$ cat src/rtl/led_arb_pkg.sv
// Shared types for the LED bank arbiter: FSM state encoding and LED bank widths.
// Imported by led_arbiter and rr_pick.
package led_arb_pkg;

  localparam int LEDR_W = 10;
  localparam int LEDG_W = 8;

  typedef enum logic [1:0] {
    IDLE,
    OWN,
    GAP
  } state_t;

endpackage

$ cat src/rtl/rr_pick.sv
// Combinational round-robin picker: first asserted req after last_owner, with wrap.
// Ports: req (requests), last_owner (index) -> winner (one-hot), valid (any winner).
module rr_pick
  import led_arb_pkg::*;
#(
  parameter int NREQ = 4
) (
  input  logic [NREQ-1:0]         req,
  input  logic [$clog2(NREQ)-1:0] last_owner,
  output logic [NREQ-1:0]         winner,
  output logic                    valid
);

  always_comb begin
    winner = '0;
    valid  = 1'b0;
    // Offset 1 first, offset NREQ last: the previous owner has lowest priority.
    for (int k = 1; k <= NREQ; k++) begin
      if (!valid && req[(int'(last_owner) + k) % NREQ]) begin
        winner[(int'(last_owner) + k) % NREQ] = 1'b1;
        valid = 1'b1;
      end
    end
  end

endmodule

$ cat src/rtl/led_arbiter.sv
// Round-robin owner arbitration of one red/green LED bank among NREQ requesters.
// Ports: CLOCK_50, RST_N (async low), req, ledr_in, ledg_in -> grant, LEDR, LEDG, busy.
// Define LED_ARB_TIMEOUT_EN to revoke a contested owner after MAX_HOLD cycles.
module led_arbiter
  import led_arb_pkg::*;
#(
  parameter int NREQ     = 4,
  parameter int MIN_HOLD = 5_000_000,
  parameter int MAX_HOLD = 250_000_000
) (
  input  logic                     CLOCK_50,
  input  logic                     RST_N,
  input  logic [NREQ-1:0]          req,
  input  logic [NREQ*LEDR_W-1:0]   ledr_in,
  input  logic [NREQ*LEDG_W-1:0]   ledg_in,
  output logic [NREQ-1:0]          grant,
  output logic [LEDR_W-1:0]        LEDR,
  output logic [LEDG_W-1:0]        LEDG,
  output logic                     busy
);

  localparam int IW = $clog2(NREQ);
  localparam int CW = $clog2(MAX_HOLD);
  localparam logic [CW-1:0] MIN_M1 = CW'(MIN_HOLD - 1);
  localparam logic [CW-1:0] MAX_M1 = CW'(MAX_HOLD - 1);

  state_t          state;
  logic [IW-1:0]   owner;
  logic [IW-1:0]   last_owner;
  logic [CW-1:0]   hold_cnt;

  logic [NREQ-1:0] winner;
  logic            win_valid;
  logic [IW-1:0]   win_idx;

  logic [LEDR_W-1:0] own_r;
  logic [LEDG_W-1:0] own_g;
  logic [LEDR_W-1:0] win_r;
  logic [LEDG_W-1:0] win_g;

  logic rel_ok;
  logic timeout;

  rr_pick #(
    .NREQ(NREQ)
  ) u_pick (
    .req        (req),
    .last_owner (last_owner),
    .winner     (winner),
    .valid      (win_valid)
  );

  always_comb begin
    win_idx = '0;
    for (int i = 0; i < NREQ; i++) begin
      if (winner[i]) win_idx = IW'(i);
    end
  end

  assign own_r = ledr_in[int'(owner)*LEDR_W +: LEDR_W];
  assign own_g = ledg_in[int'(owner)*LEDG_W +: LEDG_W];
  assign win_r = ledr_in[int'(win_idx)*LEDR_W +: LEDR_W];
  assign win_g = ledg_in[int'(win_idx)*LEDG_W +: LEDG_W];

  // An early drop is held off until the minimum grant length is met.
  assign rel_ok = !req[owner] && (hold_cnt >= MIN_M1);

`ifdef LED_ARB_TIMEOUT_EN
  // grant is the owner's one-hot while in OWN, so this masks the owner out.
  logic others;
  assign others  = |(req & ~grant);
  assign timeout = (hold_cnt == MAX_M1) && others;
`else
  assign timeout = 1'b0;
`endif

  always_ff @(posedge CLOCK_50 or negedge RST_N) begin
    if (!RST_N) begin
      state      <= IDLE;
      grant      <= '0;
      LEDR       <= '0;
      LEDG       <= '0;
      busy       <= 1'b0;
      hold_cnt   <= '0;
      owner      <= '0;
      last_owner <= IW'(NREQ - 1);
    end else begin
      unique case (state)
        IDLE, GAP: begin
          if (win_valid) begin
            state    <= OWN;
            grant    <= winner;
            owner    <= win_idx;
            hold_cnt <= '0;
            LEDR     <= win_r;
            LEDG     <= win_g;
            busy     <= 1'b1;
          end else begin
            state <= IDLE;
            grant <= '0;
            LEDR  <= '0;
            LEDG  <= '0;
            busy  <= 1'b0;
          end
        end
        OWN: begin
          if (rel_ok || timeout) begin
            state      <= GAP;
            grant      <= '0;
            LEDR       <= '0;
            LEDG       <= '0;
            busy       <= 1'b0;
            last_owner <= owner;
          end else begin
            LEDR <= own_r;
            LEDG <= own_g;
            if (hold_cnt != MAX_M1) hold_cnt <= hold_cnt + 1'b1;
          end
        end
        default: state <= IDLE;
      endcase
    end
  end

endmodule

$ cat config.mk
export PLATFORM = sky130hd
export DESIGN_NAME = led_arbiter
export DESIGN_NICKNAME = d
export VERILOG_FILES = /design/src/rtl/led_arb_pkg.sv /design/src/rtl/rr_pick.sv /design/src/rtl/led_arbiter.sv
export SDC_FILE = /design/constraint.sdc
export NUM_CORES = 1
export LEC_CHECK = 0
export CAP_MARGIN = 30
export CORE_MARGIN = 8
export CORE_UTILIZATION = 55
export CTS_CLUSTER_DIAMETER = 30
export CTS_CLUSTER_SIZE = 40
export DETAILED_ROUTE_END_ITERATION = 8
export GPL_ROUTABILITY_DRIVEN = 0
export PLACE_DENSITY = 0.86
export SLEW_MARGIN = 40
export SYNTH_ARGS = -nofsm -noshare
export SYNTH_HDL_FRONTEND = slang
export SYNTH_HIERARCHICAL = 1
export SYNTH_SLANG_ARGS = --single-unit
$ cat constraint.sdc
create_clock -name CLOCK_50 -period 10.1 [get_ports CLOCK_50]
set_input_delay 3.03 -clock CLOCK_50 [delete_from_list [all_inputs] [get_ports CLOCK_50]]
set_output_delay 3.03 -clock CLOCK_50 [all_outputs]
set_load 0.02 [all_outputs]
Word-level counts from Yosys, hierarchy flattened
Index checks and enable logic that the tools add are counted.
- word-level logic and storage cells: 118
- bits in registers: 57
- output and inout port bits: 23
- input port bits: 78
- reduce and logical (&&, ||, !) cells: 23
- muxes and demuxes: 52
- multipliers: 2
- $add $sub $neg: 5
- equal/unequal tests: 7
- shift-type cells: 4
- order comparisons: 10
- bitwise gates (word level): 7
- operator list (operator ; number):
    $mux W28 ; 3
    $shiftx A40 B7 Y10 ; 2
    $shiftx A32 B6 Y8 ; 2
    $pmux W28 S2 ; 1
    $add A28 B1 Y28 const B ; 1
    $ge A28 B23 Y1 const B ; 1
    $ne A28 B28 Y1 const B ; 1
    $mux W4 ; 6
    $mux W1 ; 21
    $mux W10 ; 2
    $pmux W10 S2 ; 1
    $lt A3 B4 Y1 const B ; 4
    $mux W8 ; 2
    $pmux W8 S2 ; 1
    $ge A3 B1 Y1 const B ; 4
    $or A4 B4 Y4 ; 3
    $bmux W1 S2 ; 5
    $mul A2 B3 Y5 const B ; 2
    $reduce_or A2 Y1 ; 5
    $demux W1 S2 ; 4
    $logic_and A1 B1 Y1 ; 8
    $pmux W4 S2 ; 1
    $mux W2 ; 3
    $ne A2 B2 Y1 const B ; 3
    other kinds (14) ; 24

Depth between registers and ports, before layout
- depth after elaboration: 23
- gate-level depth with buffers: 14
- depth with buffers taken out: 12

By module
The synthesis kept the hierarchy.
- by module, submodules not included (module ; sequential area each (µm²) ; cells each ; area an instance (µm²) ; times used):
    led_arbiter ; 1428.9 ; 446 ; 4003.8 ; 1
    rr_pick ; 0.0 ; 48 ; 415.4 ; 1

Worst setup path after synthesis
Ideal clock, no wire load.
- kind: input to register
- start point: in req[3]
- end point: reg LEDG[0]
- setup slack: 4.833 ns
- data required time: 9.979 ns
- arrival time: 5.145 ns
- stages: 11
- library setup time: 0.121 ns
- buffers on the path: 1
- cell sequence: or3b_1 a2111o_1 nand3_2 a221o_1 clkbuf_1 mux2i_1 nor2_1 a21oi_1 o21ai_0 a22oi_1 nand2_1
- longest elaborated chain between the ends: 19
- elaborated cells on any way between the ends: 40
- those cells by class: shift (1); mux (28); bitwise (3); reduce/logical (8)
- ends and longest elaborated chain (element ; RTL line ; source):
    from (decl) ; led_arbiter.sv:13 ; input logic [NREQ-1:0] req,
    $bmux W1 S2 ; rr_pick.sv:19 ; if (!valid && req[(int'(last_owner) + k) % NREQ]) begin
    $mux W1 (implied by the code) (2 in a row) ; rr_pick.sv:19 ;
    $mux W1 ; rr_pick.sv:19 ;
    $logic_not A1 Y1 ; rr_pick.sv:19 ;
    $logic_and A1 B1 Y1 ; rr_pick.sv:19 ;
    $mux W1 ; rr_pick.sv:19 ;
    $logic_not A1 Y1 ; rr_pick.sv:19 ;
    $logic_and A1 B1 Y1 ; rr_pick.sv:19 ;
    [... 2 more ...] ; - ;
    $logic_and A1 B1 Y1 ; rr_pick.sv:19 ;
    $mux W4 * ; rr_pick.sv:19 ;
    named net winner[1] ; led_arbiter.sv:32 ; logic [NREQ-1:0] winner;
    $mux W1 * ; led_arbiter.sv:56 ; if (winner[i]) win_idx = IW'(i);
    $mux W2 * (2 in a row) ; led_arbiter.sv:56 ;
    $shiftx A32 B6 Y8 * ; led_arbiter.sv:63 ; assign win_g = ledg_in[int'(win_idx)*LEDG_W +: LEDG_W];
    $mux W8 * ; led_arbiter.sv:90 ; if (win_valid) begin
    $pmux W8 S2 * ; led_arbiter.sv:88 ; unique case (state)
    to (signal assigned) ; led_arbiter.sv:96 ; LEDG <= win_g;
    to (signal assigned) ; led_arbiter.sv:116 ; LEDG <= own_g;
    to (decl) ; led_arbiter.sv:18 ; output logic [LEDG_W-1:0] LEDG,
The timed path passes the listed nets; every way through them passes the cells marked *. The select of a mux whose other input is x is not followed.
A chain may end at the register's enable or synchronous reset.

Worst setup path after layout
- start point: in req[1]
- end point: reg LEDR[2]
- longest elaborated chain between the ends: 20
- elaborated cells on any way between the ends: 41
- those cells by class: mul (1); shift (1); mux (28); bitwise (3); reduce/logical (8)
- ends and longest elaborated chain (element ; RTL line ; source):
    $bmux W1 S2 ; rr_pick.sv:19 ;
    $mux W1 (implied by the code) (2 in a row) ; rr_pick.sv:19 ;
    $mux W1 ; rr_pick.sv:19 ;
    $logic_not A1 Y1 ; rr_pick.sv:19 ;
    $logic_and A1 B1 Y1 ; rr_pick.sv:19 ;
    $mux W1 ; rr_pick.sv:19 ;
    $logic_not A1 Y1 ; rr_pick.sv:19 ;
    $logic_and A1 B1 Y1 ; rr_pick.sv:19 ;
    [... 3 more ...] ; - ;
    $mux W4 * ; rr_pick.sv:19 ;
    named net winner[1] ; led_arbiter.sv:32 ;
    $mux W1 * ; led_arbiter.sv:56 ;
    $mux W2 * (2 in a row) ; led_arbiter.sv:56 ;
    $mul A2 B3 Y5 * ; led_arbiter.sv:62 ; assign win_r = ledr_in[int'(win_idx)*LEDR_W +: LEDR_W];
    $shiftx A40 B7 Y10 * ; led_arbiter.sv:62 ;
    $mux W10 * ; led_arbiter.sv:90 ;
    $pmux W10 S2 * ; led_arbiter.sv:88 ;
    to (signal assigned) ; led_arbiter.sv:95 ; LEDR <= win_r;
    to (signal assigned) ; led_arbiter.sv:115 ; LEDR <= own_r;
    to (decl) ; led_arbiter.sv:17 ; output logic [LEDR_W-1:0] LEDR,
Marks and branches as above.

==> results <==
- The run finished with clean final reports.
- The longest clock path from root to sink contains 2 buffers.
- Post-CTS timing repair inserted 0 buffers for setup.
- Setup violations remaining at the end of the flow were counted as 0.
- The wire length per cell after detailed routing is 19.4 µm.
- The area of the core is 7770 µm².
- The setup path with the least slack is of type in2reg.
- The count of mapped cells out of synthesis is 494.
- Of the available clock period, the critical path in the final layout requires 57.1%.
- The critical path goes through clkdlybuf4s50_1 > or3b_1 > a2111o_1 > nand3_2 > a221o_2 > mux2i_1 > nor2_1 > a21oi_1 > o21ai_0 > a22oi_1 > nand2_1.
- The cell count after placement is 671.
- Sorting the synthesized cells by area gives the leading types as sky130_fd_sc_hd__dfrtp_1, sky130_fd_sc_hd__mux4_2, sky130_fd_sc_hd__nand2_1, sky130_fd_sc_hd__mux2i_1, sky130_fd_sc_hd__a21oi_1.
- The total nets after synthesis is 581.
- After synthesis the netlist holds a flip-flop and latch count of 57.
- The worst setup path is launched from a primary input.
- The slowest stage of the critical path belongs to the cell sky130_fd_sc_hd__a221o_2.
- The first global-routing pass estimated 21900 µm of wire.
- In this run, post-CTS hold repair placed 0 buffers.
- Summed over all cells, the static leakage comes to 0.00230 µW.
- The number of violations of the max-capacitance limit is 0.
- Yosys mapped a number of flops with a built-in enable equal to 0.
- Input and output buffers added on the ports amount to 100.
- Relative to the synthesized area, the layout overhead comes to 27.7%.
- The average vias per placed instance is 6.51.
- The count of synthesis-stage warnings from yosys is 6.
- The floorplan step set the die height to 106 µm.
- The later pin in the worst-skew pair is clocked with a latency of 0.33 ns.
- The total of cells resized after clock tree synthesis is 0.
- Each instance of the synthesized netlist takes up on average 8.95 µm².
- In this run the count of I/O pins placed on the die edge is 101.
- The arrival time at the worst endpoint is 5.99 ns.
- The die covers 11200 µm².
- The predominant post-synthesis flop cell is sky130_fd_sc_hd__dfrtp_1.
- The initialized floorplan defines 32 standard-cell rows.
- The number of global-route vias before repair is 4674.
- The number of antenna violations at the first check in global routing was 0.
- The highest achievable clock rate is 173 MHz.
- The ratio of cells with drive above 1 in the final layout is 11.1%.
- The type of destination of the critical path is a flip-flop.
- In this run the worst path has a maximum fanout of 20.
- Setup repair after global routing left no endpoint under its margin.
- The number of nets in the layout is 667.
- The kind of cell with the highest combined delay along the critical path is compound AO/OA/AOI/OAI gates.
- At the worst endpoint, the required time is 10.32 ns.
- The post-synthesis instance area is 4420 µm².
- The power density over cell area is 193 nW/µm².
- The path type of the worst min-delay path is reg2reg.
- For the pin with the worst max-slew slack, the measured transition is 0.727 ns.
- The number of hold violations in the final report is 0.
- TritonCTS built the clock tree.
- Of all flip-flops after synthesis, the portion carrying an async set or reset was 100%.
- The tree is rooted in a sky130_fd_sc_hd__clkbuf_8.
- The first-iteration detailed-routing DRC count is 279.
- The setup skew after layout is 0.00758 ns.
- The worst pin sits at a relative slew slack of 51.5%.
- The final wirelength is 13300 µm.
- The effective utilization at floorplan is 56.9%.
- Of all cell types, the one taking the most synthesized area is sky130_fd_sc_hd__dfrtp_1.
- The count of pins over their slew limit came to 0.
- In the synthesized netlist, the cells that appear most often are sky130_fd_sc_hd__nand2_1, sky130_fd_sc_hd__dfrtp_1, sky130_fd_sc_hd__a21oi_1, sky130_fd_sc_hd__mux2i_1.
- Among all cell types in the netlist, the one instantiated most often is sky130_fd_sc_hd__nand2_1.
- After detailed routing, the number of remaining DRC violations is 0.
- Yosys mapped the design onto 59 distinct sky130hd cell types.
- The total congestion overflow after global routing is 0.
- The worst supply voltage drop on vdd is 0.109 mV.
- The fraction of synthesized cell area taken by the top area cell type is 31.1%.
- 0 antenna diodes ended up in the layout.
- The number of clock buffers inserted by TritonCTS is 9.
- The delay of the slowest cell on the worst path is 0.61 ns.
- Detailed routing inserted a total of 4468 vias.
- The clock tree synthesis step divided the H-tree into 3 levels.
- Once layout is complete, the utilization of the core stands at 72.6%.
- The floorplan step set the die width to 106 µm.
- The tree built by TritonCTS fans out to 57 sinks.
- The register area share after synthesis is 32.3%.
- The detailed-routing iteration count for the pre-antenna-repair pass is 7.
- The summed negative setup slack over all endpoints is 0 ns.
- Together, buffers and inverters on the worst path number 1.
- The detail route stage leaves a number of antenna-violating nets equal to 0.
- Clock-pin slew was measured on the worst setup and hold paths at 0.06 ns.
- Global routing consumed, over all layers together, 23.7% of the routing resources.
- Entering global routing, the biggest net connects 58 pins.
- Excluding fillers, the count of instances in the completed layout stands at 686.
- The smallest clock period supported by the final layout is computed as 5.77 ns.
- Detailed placement ended at an HPWL of 9620 µm.
## stage by stage
step / total power [µW] / setup WS, ns / instance area (µm²) / hold WS [ns]
floorplan: 680 / 4.83 / 4420 / 0.492
global placement: 871 / 3.76 / 5460 / 0.488
detailed placement: 892 / 4.04 / 5460 / 0.483
CTS: 1090 / 4.39 / 5640 / 0.498
global route: 1150 / 4.16 / 5640 / 0.519
finish: 1090 / 4.33 / 5640 / 0.500
## metal layers
layer	vias up	part of all wire, %	routed length, µm	GRT usage [%]
li1	2028	-	-	-
met1	2167	40	5300	26.9
met2	241	48	6400	38.7
met3	32	9.4	1250	8.77
met4	0	2.7	356	11.7
met5	-	0	0	0
## final cells by class
type                            count  area [µm²]
Clock inverter                      3        15.0
Tap cell                          102         128
Fill cell                         545        2130
Clock buffer                       12         165
Multi-Input combinational cell    396        2830
Sequential cell                    57        1430
Timing Repair Buffer              106        1040
Inverter                           10        37.5
## cells by family (layout without fill, tap and decap cells)
logic type	Yosys count	count (layout)	share of synthesized area, %
multiplexers	55	55	18.3
AND/OR/NAND/NOR	206	206	23.5
flip-flops	57	57	32.3
AO/OA/AOI/OAI	126	126	19.3
adder cells (fa/ha/maj)	9	9	2.55
buffers and inverters	41	131	4.05
## final timing paths
path                                      to  depth (start not counted)           from  slack (ns)
worst max-delay path                 LEDR[2]                         11         req[1]        4.33
worst min-delay path                grant[0]                          2       grant[0]        0.50
worst max register to register       LEDR[2]                         12  last_owner[1]        6.31
worst min register to register      grant[0]                          2       grant[0]        0.50
max in group asynchronous           owner[1]                          2          RST_N        6.74
min in group asynchronous       hold_cnt[21]                          2          RST_N        2.83
## worst min-delay path, delay by kind of cell, from the launching register on
kind | cells | cell delay [ns]
DFF | 1 | 0.34
AOI/OAI and AO/OA | 1 | 0.06
and+or+nand+nor | 1 | 0.06
## cells in the final DEF (no fill, tap or decap), drive strengths merged, types with 3 or more instances in the layout
cell type      netlist  routed
o21ai               32      32
nor4                 4       4
dfrtp               55      55
nor3                 4       4
mux2i               31      31
o41ai                7       7
o21a                 3       3
inv                 10      10
nand3               18      18
nor4b                4       4
clkdlybuf4s50        0      99
clkinv               0       3
nand4                5       5
a22oi               18      18
o311ai               5       5
mux2                 4       4
buf                  7       7
and2                 3       3
and4                 3       3
or2                  4       4
o211ai               3       3
o31ai                7       7
nand2b              12      12
a41o                 3       3
a31oi                3       3
nand2               94      94
clkbuf              24      12
a21oi               31      31
and3                 5       5
or4                  6       6
mux4                20      20
or3                  3       3
ha                   9       9
a221o                4       4
nor2                29      29
## power breakdown
| part | leakage (µW) | switching (µW) | internal, µW |
|---|---|---|---|
| registers | 0.000723 | 64.3 | 292 |
| clock network | 0.0000980 | 90.4 | 106 |
| logic | 0.00148 | 283 | 251 |
| total | 0.00230 | 438 | 650 |
## registers in the layout, summed over array words and instances, names as in the netlist
signal      cells
hold_cnt       28
last_owner      2
busy            1
state           2
owner           2
grant           4
LEDR           10
LEDG            8
Note: power is estimated with default switching activity, not from simulation.
